==> config.mk <==
export PLATFORM = sky130hd
export DESIGN_NAME = mrdy_waitgen
export DESIGN_NICKNAME = d
export VERILOG_FILES = /design/src/rtl/mrdy_waitgen_pkg.sv /design/src/rtl/mrdy_waitgen_sync2.sv /design/src/rtl/mrdy_waitgen.sv
export SDC_FILE = /design/constraint.sdc
export NUM_CORES = 1
export LEC_CHECK = 0
export CAP_MARGIN = 0
export CORE_MARGIN = 10
export CORE_UTILIZATION = 51
export DETAILED_ROUTE_END_ITERATION = 7
export PLACE_DENSITY_LB_ADDON = 0.25
export SYNTH_ARGS = -nofsm -noshare
export SYNTH_HDL_FRONTEND = slang
export SYNTH_SLANG_ARGS = --single-unit
==> constraint.sdc <==
create_clock -name CLKX4 -period 2.1 [get_ports CLKX4]
set_input_delay 0.42 -clock CLKX4 [delete_from_list [all_inputs] [get_ports CLKX4]]
set_output_delay 0.42 -clock CLKX4 [all_outputs]
set_load 0.05 [all_outputs]
==> src/rtl/mrdy_waitgen_pkg.sv <==
// Shared types and constants for the 6809E wait-state generator.
// Holds the FSM encoding, the device-class type and the {QX,EX} phase codes.
package mrdy_waitgen_pkg;

    typedef enum logic [1:0] {
        StIdle    = 2'd0,
        StCount   = 2'd1,
        StExtWait = 2'd2
    } state_e;

    typedef enum logic [2:0] {
        DevNone,
        DevRom,
        DevRam,
        DevUart,
        DevExt
    } dev_e;

    // Sampled {QX,EX}: 11 is the E-rising latch point, 01 is the E-high stretch point.
    localparam logic [1:0] PhLatch   = 2'b11;
    localparam logic [1:0] PhStretch = 2'b01;

    // Wait counts larger than the timeout can never complete, so clip them to it.
    function automatic logic [7:0] clip_ws(input int unsigned ws, input int unsigned limit);
        int unsigned v;
        v = (ws > limit) ? limit : ws;
        if (v > 255) begin
            v = 255;
        end
        return v[7:0];
    endfunction

endpackage

==> src/rtl/mrdy_waitgen_sync2.sv <==
// Two-flop synchroniser for asynchronous active-low request inputs.
// Resets to 1 so an idle (deasserted) request is seen during and after reset.
module mrdy_waitgen_sync2 (
    input  logic CLKX4,
    input  logic nRESET,
    input  logic d,
    output logic q
);

    logic s1_q;
    logic s2_q;

    always_ff @(posedge CLKX4 or negedge nRESET) begin
        if (!nRESET) begin
            s1_q <= 1'b1;
            s2_q <= 1'b1;
        end else begin
            s1_q <= d;
            s2_q <= s1_q;
        end
    end

    assign q = s2_q;

endmodule

==> src/rtl/mrdy_waitgen.sv <==
// Wait-state generator: stretches E-high by holding MRDY low for a per-device count,
// extends EXT cycles via synchronised nEXTWAIT, and guards every cycle with a timeout.
module mrdy_waitgen
    import mrdy_waitgen_pkg::*;
#(
    parameter int unsigned WS_ROM  = 0,
    parameter int unsigned WS_RAM  = 0,
    parameter int unsigned WS_UART = 2,
    parameter int unsigned WS_EXT  = 1,
    parameter int unsigned TIMEOUT = 63
) (
    input  logic CLKX4,
    input  logic nRESET,
    input  logic QX,
    input  logic EX,
    input  logic BA,
    input  logic nCSROM0,
    input  logic nCSROM1,
    input  logic nCSRAM,
    input  logic nCSUART,
    input  logic nCSEXT,
    input  logic nEXTWAIT,
    input  logic BUSERR_CLR,
    output logic MRDY,
    output logic BUSERR,
    output logic STRETCH
);

    localparam logic [7:0] WsRom   = clip_ws(WS_ROM, TIMEOUT);
    localparam logic [7:0] WsRam   = clip_ws(WS_RAM, TIMEOUT);
    localparam logic [7:0] WsUart  = clip_ws(WS_UART, TIMEOUT);
    localparam logic [7:0] WsExt   = clip_ws(WS_EXT, TIMEOUT);
    localparam logic [7:0] Timeout = clip_ws(TIMEOUT, 255);

    logic       nextwait_s;
    logic [1:0] phase;
    dev_e       dev;
    logic [7:0] ws_n;

    state_e     state_q, state_d;
    logic [7:0] cnt_q, cnt_d;
    logic [7:0] tot_q, tot_d;
    logic       ext_q, ext_d;
    logic       mrdy_q, mrdy_d;
    logic       buserr_q, buserr_d;
    logic       stretch_q;

    logic [7:0] cnt_dec;
    logic [7:0] tot_inc;
    logic       timeout_hit;
    logic       buserr_set;

    mrdy_waitgen_sync2 u_sync_extwait (
        .CLKX4  (CLKX4),
        .nRESET (nRESET),
        .d      (nEXTWAIT),
        .q      (nextwait_s)
    );

    assign phase = {QX, EX};

    // A granted bus (BA=1) is treated as no device selected.
    always_comb begin
        dev = DevNone;
        if (!BA) begin
            if (!nCSUART) begin
                dev = DevUart;
            end else if (!nCSEXT) begin
                dev = DevExt;
            end else if (!nCSROM0 || !nCSROM1) begin
                dev = DevRom;
            end else if (!nCSRAM) begin
                dev = DevRam;
            end
        end
    end

    always_comb begin
        ws_n = 8'd0;
        case (dev)
            DevRom:  ws_n = WsRom;
            DevRam:  ws_n = WsRam;
            DevUart: ws_n = WsUart;
            DevExt:  ws_n = WsExt;
            default: ws_n = 8'd0;
        endcase
    end

    assign cnt_dec     = cnt_q - 8'd1;
    assign tot_inc     = (tot_q == 8'hFF) ? tot_q : tot_q + 8'd1;
    assign timeout_hit = ({1'b0, tot_q} + 9'd1) == {1'b0, Timeout};

    always_comb begin
        state_d    = state_q;
        cnt_d      = cnt_q;
        tot_d      = tot_q;
        ext_d      = ext_q;
        mrdy_d     = mrdy_q;
        buserr_set = 1'b0;

        case (state_q)
            StIdle: begin
                mrdy_d = 1'b1;
                if (phase == PhLatch) begin
                    cnt_d = ws_n;
                    tot_d = 8'd0;
                    ext_d = (dev == DevExt);
                    if (ws_n != 8'd0) begin
                        mrdy_d  = 1'b0;
                        state_d = StCount;
                    end else if ((dev == DevExt) && !nextwait_s) begin
                        mrdy_d  = 1'b0;
                        state_d = StExtWait;
                    end
                end
            end
            StCount: begin
                if (phase == PhStretch) begin
                    cnt_d = cnt_dec;
                    tot_d = tot_inc;
                    if (timeout_hit) begin
                        mrdy_d     = 1'b1;
                        buserr_set = 1'b1;
                        state_d    = StIdle;
                    end else if (cnt_dec == 8'd0) begin
                        if (ext_q && !nextwait_s) begin
                            state_d = StExtWait;
                        end else begin
                            mrdy_d  = 1'b1;
                            state_d = StIdle;
                        end
                    end
                end else begin
                    // Clock generator left the stretch point on its own; abandon the cycle.
                    mrdy_d  = 1'b1;
                    state_d = StIdle;
                end
            end
            StExtWait: begin
                if (phase == PhStretch) begin
                    tot_d = tot_inc;
                    if (timeout_hit) begin
                        mrdy_d     = 1'b1;
                        buserr_set = 1'b1;
                        state_d    = StIdle;
                    end else if (nextwait_s) begin
                        mrdy_d  = 1'b1;
                        state_d = StIdle;
                    end
                end else begin
                    mrdy_d  = 1'b1;
                    state_d = StIdle;
                end
            end
            default: begin
                mrdy_d  = 1'b1;
                state_d = StIdle;
            end
        endcase

        if (buserr_set) begin
            buserr_d = 1'b1;
        end else if (BUSERR_CLR) begin
            buserr_d = 1'b0;
        end else begin
            buserr_d = buserr_q;
        end
    end

    always_ff @(posedge CLKX4 or negedge nRESET) begin
        if (!nRESET) begin
            state_q   <= StIdle;
            cnt_q     <= 8'd0;
            tot_q     <= 8'd0;
            ext_q     <= 1'b0;
            mrdy_q    <= 1'b1;
            buserr_q  <= 1'b0;
            stretch_q <= 1'b0;
        end else begin
            state_q   <= state_d;
            cnt_q     <= cnt_d;
            tot_q     <= tot_d;
            ext_q     <= ext_d;
            mrdy_q    <= mrdy_d;
            buserr_q  <= buserr_d;
            stretch_q <= ~mrdy_d;
        end
    end

    assign MRDY    = mrdy_q;
    assign BUSERR  = buserr_q;
    assign STRETCH = stretch_q;

endmodule
==> results.rst, run 1 <==
.. list-table::
   :header-rows: 1

   * - Metric
     - Value
   * - Final worst-path cycle share
     - 108%
   * - Highest fanout seen on the critical path
     - 3
   * - Die Outline Area
     - 5720 um2
   * - VDD IR-drop max
     - 0.334 mV
   * - Clk_skew
     - 0.00250 ns
   * - Post-synthesis to final-layout area growth
     - 27.8%
   * - Number of sinks handled by clock tree synthesis
     - 24
   * - Cts bufs inserted
     - 3
   * - WL/cell
     - 14.6 um
   * - Die Y
     - 75.6 um
   * - Met2 capacity usage during global routing
     - 26.8%
   * - Post-synth design cell area
     - 1580 um2
   * - Unique masters post-synth
     - 45
   * - First-pass GRT wire length
     - 6820 um
   * - Quantity of I/O buffers inserted on ports
     - 11
   * - Number of synthesized register bits
     - 24
   * - Pins Over Slew Limit
     - 0
   * - Element type at the critical path start
     - flip-flop
   * - Met1 Use GR
     - 16.7%
   * - Detailed-placement wirelength estimate
     - 2820 um
   * - Ant diodes
     - 0
   * - Static Leakage
     - 0.922 nW
   * - Final worst-path setup slack
     - -0.178 ns
   * - Worst path required time
     - 2.32 ns
   * - Arrival time worst endpoint
     - 2.49 ns
   * - Slowest cell on crit path
     - or4b_4
   * - HP Class
     - flip-flop to flip-flop
   * - Number of top-level pins
     - 15
   * - Number of antenna violations at the first check in global routing
     - 0
   * - Share of cells above drive strength 1
     - 26.0%
   * - Share of the yosys chip area belonging to registers
     - 38.3%
   * - Post-route DRC violation count
     - 0
   * - Count of TritonRoute iterations in the first routing pass
     - 5
   * - Rel. slew slack
     - 66.0%
   * - Kind of critical path
     - flip-flop to flip-flop
   * - Detailed Route WL
     - 3750 um
   * - Number of nets in the final layout
     - 244
   * - Detailed Route Iter0 Violations
     - 93
   * - Final standard cell count with taps included and fillers excluded
     - 256
   * - Primary FF master, synth
     - dfrtp_1
   * - CTS clock-pin slew for the worst setup and hold paths
     - 0.13 ns
   * - EDFF count, synth
     - 0
   * - Critical path buffer and inverter count
     - 1
   * - Maximum level of the CTS H-tree
     - 1
   * - Clock network latency to the later pin of the worst-skew pair
     - 0.31 ns
   * - Initial cell density of the core
     - 52.5%
   * - Max Root-Sink Buffers
     - 2
   * - Routability-driven placement congestion ratio
     - 0.874
   * - Final count of hold timing violations
     - 0
   * - Met3 usage in global routing
     - 2.99%
   * - Final setup viols
     - 2
   * - Sequential cell area
     - 606 um2
   * - Transition time of the tightest slew-check pin
     - 0.509 ns
   * - Pin count of the biggest net entering global routing
     - 25
   * - Antenna-violating nets left
     - 0
   * - Layout fillers
     - 269
   * - Area inside the core boundary
     - 3000 um2
   * - GRT Util Overall
     - 15.0%
   * - Most crowded layer after global routing
     - met2
   * - Total Negative Setup Slacks
     - -0.339 ns
   * - Area of the multi-input gates
     - 932 um2
   * - FP Rows
     - 20
   * - Via count
     - 1500
   * - Post-Syn Area per Cell
     - 8.67 um2
   * - Via count of the first global-routing pass
     - 1609
   * - Clk Tree Root Cell
     - clkbuf_4
   * - Clock period minus worst slack
     - 2.28 ns
   * - Post-Syn Instances
     - 182
   * - Yosys warnings
     - 0
   * - Hold Path Cell Cnt
     - 0
   * - Crit. End Element
     - flip-flop
   * - Family with the most delay on the worst path
     - simple AND/OR/NAND/NOR gates
   * - Depth of the worst register-to-register path
     - 8
   * - Result of the run
     - finished, violations left
   * - Crit path largest cell delay
     - 0.49 ns
   * - Total Power
     - 0.00208 W
   * - Max capacitance violation total
     - 0
   * - Maximum clock rate
     - 439 MHz
   * - Cells traversed along the worst timing path
     - inv_2 -> ha_4 -> or3b_4 -> or4b_4 -> o311a_1 -> a221oi_2 -> nor2_1 -> a22o_1
   * - Async S/R FF share, synth
     - 100%
   * - # placed instances
     - 248
   * - Clock tree from TritonCTS
     - yes
   * - Cell depth of the worst setup path
     - 8
   * - Cts-stage hold buffer count
     - 0
   * - Power Density
     - 1030 nW/um2
   * - Remaining global-route overflow
     - 0
   * - Synthesized netlist net count
     - 202
   * - Horizontal die dimension
     - 75.6 um
   * - Unrepaired setup endpoints after global routing
     - yes
   * - Average via count per standard cell
     - 5.86
   * - Final design utilization
     - 67.1%
   * - Violated checks
     - negative setup slack
layout by cell type, fill, tap and decap left out, drive strengths merged, types with 6 or more instances in the layout:
cell and n:
nand3 8, buf 34, inv 12, nand2 12
dfrtp 21, ha 8, nor2 15, clkdlybuf4s50 10
nor3 6, a21oi 11, o21ai 22
per-layer routing:
metal  share of wire [%]  routed length, um  vias up
met3                 3.3                125       12
met2                  51               1890       23
met4                 2.4                 91        0
met1                  44               1640      724
li1                    -                  -      741
met5                   0                  0        -
synthesized netlist by cell type, drive strengths merged, types with 3 or more instances:
library cell / n / area [um2]
o21ai: 22 / 110
dfrtp: 21 / 526
nor2: 15 / 56.3
inv: 12 / 45.0
nand2: 12 / 45.0
a21oi: 11 / 55.1
ha: 8 / 100
nand3: 8 / 40.0
nor3: 6 / 30.0
clkbuf: 5 / 20.0
and3: 4 / 25.0
o31ai: 4 / 30.0
a22o: 3 / 26.3
dfstp: 3 / 78.8
mux2: 3 / 33.8
nand3b: 3 / 22.5
nand4: 3 / 18.8
nor2b: 3 / 18.8
nor3b: 3 / 22.5
o21bai: 3 / 22.5
final timing paths:
check                      slack [ns]                           from                       endpoint
hold reg to reg                  0.37  u_sync_extwait.s1_q$_DFF_PN1_     u_sync_extwait.q$_DFF_PN1_
max in group asynchronous        1.36                         nRESET  u_sync_extwait.s1_q$_DFF_PN1_
setup / recovery                -0.18           cnt_q[1]$_DFFE_PN0P_         state_q[0]$_DFFE_PN0P_
setup reg to reg                -0.18           cnt_q[1]$_DFFE_PN0P_         state_q[0]$_DFFE_PN0P_
min in group asynchronous        0.45                         nRESET           cnt_q[6]$_DFFE_PN0P_
hold / removal                   0.37  u_sync_extwait.s1_q$_DFF_PN1_     u_sync_extwait.q$_DFF_PN1_
state kept, by name (all words and copies together), names as in the netlist:
| name | count |
|---|---|
| BUSERR | 1 |
| MRDY | 1 |
| STRETCH | 1 |
| cnt_q | 8 |
| ext_q | 1 |
| state_q | 2 |
| tot_q | 8 |
| u_sync_extwait.q | 1 |
| u_sync_extwait.s1_q | 1 |
where the power goes:
group	internal [W]	switching, W	leakage [nW]
clock	0.000106	0.000139	0.0210
sequential	0.000562	0.0000865	0.317
combinational	0.000575	0.000607	0.584
stage by stage:
| stage | hold slack [ns] | worst slack [ns] | instance area, um2 |
|---|---|---|---|
| 4_1_cts | 0.366 | -0.156 | 2000 |
| 3_3_place_gp | 0.345 | -0.116 | 1910 |
| 2_1_floorplan | 0.124 | -0.0746 | 1580 |
| 3_5_place_dp | 0.347 | -0.154 | 1910 |
| 5_1_grt | 0.371 | -0.321 | 2020 |
| 6_report | 0.366 | -0.178 | 2020 |
final cells by class:
type	count	area share, %
clock buffers	4	1.80
inverters	12	2.23
multi-input cells	139	46.2
flip-flops and latches	24	30.0
well taps	33	2.05
repair buffers	44	17.6
kinds of logic after synthesis:
logic type	synth area share [%]
and+or+nand+nor	25.9
adders and majority gates	6.34
DFF	38.3
buffers and inverters	4.76
AOI/OAI and AO/OA	21.4
muxes	2.14
xor gates and xnor gates	1.11
what timing repair did:
item	CTS	global route
pin swaps	2	2
endpoints found under the setup margin	11	8
setup buffers	3	1
endpoints found under the hold margin	0	0
resized for setup	7	4
Power figures use the tool's default switching activity.
==> run 2, diff against run 1 <==
Settings changed: ABC_CLOCK_PERIOD_IN_PS set to 2100.
==> results of run 2 <==
No change in the layout: final DEF, timing and power equal those of run 1.
==> run 3, diff against run 2 <==
Settings changed: ABC_CLOCK_PERIOD_IN_PS 2100 to 2500, CORE_ASPECT_RATIO set to 0.75, CORE_UTILIZATION 51 to 56.
Clock period 2.1 ns to 2.5 ns, I/O delays scaled along.
==> run 3 against run 2 <==
Effect of this change: the flow now finishes without violations; wire length down 14%; hold slack got worse by 0.0066 ns; combinational power fell by 37%; cell area down 11%; power decreased by 26%; setup slack improved by 0.30 ns; non-clock buffer count fell by 27; cell count shrank 9.4%; clock power down 5%; via count down 9.7%; core utilization grew 0.73 points; first-iteration DRC count fell by 7.5%; largest power group unchanged.
==> results.rst, run 3 (same netlist as run 1, synthesis figures left out) <==
.. list-table::
   :header-rows: 1

   * - Metric
     - Value
   * - Met2 capacity usage during global routing
     - 20.7%
   * - Cells traversed along the worst timing path
     - ha_1 -> or3b_4 -> or4b_4 -> o311a_1 -> a221oi_2 -> nor2_1 -> a22o_1
   * - Unrepaired setup endpoints after global routing
     - no
   * - Area inside the core boundary
     - 2640 um2
   * - Worst path required time
     - 2.66 ns
   * - Number of top-level pins
     - 15
   * - Critical path buffer and inverter count
     - 0
   * - Cts bufs inserted
     - 3
   * - Average via count per standard cell
     - 5.84
   * - Max capacitance violation total
     - 0
   * - Beginning of the critical path
     - cnt_q[0]$_DFFE_PN0P_
   * - Post-route DRC violation count
     - 0
   * - First-pass GRT wire length
     - 5830 um
   * - Max Root-Sink Buffers
     - 2
   * - Remaining global-route overflow
     - 0
   * - HP Class
     - flip-flop to flip-flop
   * - Detailed Route WL
     - 3220 um
   * - Pin count of the biggest net entering global routing
     - 25
   * - Largest regs
     - cnt_q: 8 flops, tot_q: 8 flops, state_q: 2 flops
   * - Number of antenna violations at the first check in global routing
     - 0
   * - Transition time of the tightest slew-check pin
     - 0.713 ns
   * - Detailed-placement wirelength estimate
     - 2390 um
   * - Via count of the first global-routing pass
     - 1293
   * - Depth of the worst register-to-register path
     - 7
   * - Crit path largest cell delay
     - 0.52 ns
   * - Reg-to-Reg Start
     - cnt_q[0]$_DFFE_PN0P_
   * - Static Leakage
     - 0.789 nW
   * - Detailed Route Iter0 Violations
     - 86
   * - Routability-driven placement congestion ratio
     - 0.879
   * - Clk_skew
     - 0.00257 ns
   * - Quantity of I/O buffers inserted on ports
     - 11
   * - Clock period minus worst slack
     - 2.37 ns
   * - Clk Tree Root Cell
     - clkbuf_8
   * - WL/cell
     - 13.9 um
   * - Launch instance of the worst min-delay path
     - u_sync_extwait.s1_q$_DFF_PN1_
   * - Antenna-violating nets left
     - 0
   * - CTS clock-pin slew for the worst setup and hold paths
     - 0.08 ns
   * - Count of TritonRoute iterations in the first routing pass
     - 4
   * - Final worst-path cycle share
     - 95.0%
   * - Arrival time worst endpoint
     - 2.53 ns
   * - Final count of hold timing violations
     - 0
   * - Pins Over Slew Limit
     - 0
   * - Maximum clock rate
     - 421 MHz
   * - GRT Util Overall
     - 13.2%
   * - # placed instances
     - 228
   * - Final standard cell count with taps included and fillers excluded
     - 232
   * - Number of gates resized after CTS
     - 0
   * - Post-synthesis to final-layout area growth
     - 13.6%
   * - Number of nets in the final layout
     - 217
   * - Layout fillers
     - 223
   * - Number of sinks handled by clock tree synthesis
     - 24
   * - Most crowded layer after global routing
     - met2
   * - Kind of critical path
     - flip-flop to flip-flop
   * - Total Negative Setup Slacks
     - 0 ns
   * - Rel. slew slack
     - 52.4%
   * - Leading cell types in the layout, fill and taps excluded
     - o21ai_0, dfrtp_1, nor2_1
   * - Clock tree from TritonCTS
     - yes
   * - Met3 usage in global routing
     - 4.08%
   * - Highest fanout seen on the critical path
     - 8
   * - Die Outline Area
     - 5360 um2
   * - Slowest cell on crit path
     - or4b_4
   * - Maximum level of the CTS H-tree
     - 1
   * - Result of the run
     - finished clean
   * - Horizontal die dimension
     - 81.3 um
   * - Most common cell after layout, fill and taps aside
     - o21ai_0
   * - Die Y
     - 66.0 um
   * - Element type at the critical path start
     - flip-flop
   * - Hold Path Cell Cnt
     - 0
   * - Cts-stage hold buffer count
     - 0
   * - Ant diodes
     - 0
   * - Power Density
     - 857 nW/um2
   * - Initial cell density of the core
     - 59.7%
   * - Final setup viols
     - 0
   * - VDD IR-drop max
     - 0.557 mV
   * - Share of cells above drive strength 1
     - 10.2%
   * - Met1 Use GR
     - 17.7%
   * - Clock network latency to the later pin of the worst-skew pair
     - 0.26 ns
   * - Family with the most delay on the worst path
     - simple AND/OR/NAND/NOR gates
   * - Cell depth of the worst setup path
     - 7
   * - Total setup buffers inserted after CTS
     - 0
   * - Via count
     - 1354
   * - Crit. End Element
     - flip-flop
   * - FP Rows
     - 16
run 3: worst paths after layout:
kind	to	slack [ns]
setup / recovery	state_q[0]$_DFFE_PN0P_	0.13
hold / removal	u_sync_extwait.q$_DFF_PN1_	0.36
setup reg to reg	state_q[0]$_DFFE_PN0P_	0.13
hold reg to reg	u_sync_extwait.q$_DFF_PN1_	0.36
max in group asynchronous	u_sync_extwait.q$_DFF_PN1_	1.63
min in group asynchronous	BUSERR$_DFFE_PN0P_	0.59
run 3: cell type report:
type                    count  area [um2]  area share, %
inverters                  12        45.0           2.51
clock buffers               4        45.0           2.51
well taps                  36        45.0           2.51
multi-input cells         139         898           50.1
flip-flops and latches     24         604           33.7
repair buffers             17         155           8.65
run 3: per-layer routing:
metal | vias up | wire length, um
li1 | 685 | -
met1 | 619 | 1540
met2 | 46 | 1420
met3 | 4 | 244
met4 | 0 | 27
met5 | - | 0
run 3: power by group:
part	switching [W]	internal, W
clock	0.000119	0.000114
combinational	0.000422	0.000318
sequential	0.0000919	0.000471
run 3: per-stage QoR:
stage	util, %	area [um2]	power, W	setup slack [ns]	hold WS (ns)
after floorplan	-	1580	0.00110	0.286	0.204
after global placement	66.1	1750	0.00127	0.192	0.346
after detailed placement	66.1	1750	0.00130	0.185	0.350
after CTS	67.9	1790	0.00154	0.139	0.362
after global routing	67.9	1790	0.00168	0.00159	0.364
final	67.9	1790	0.00154	0.126	0.359
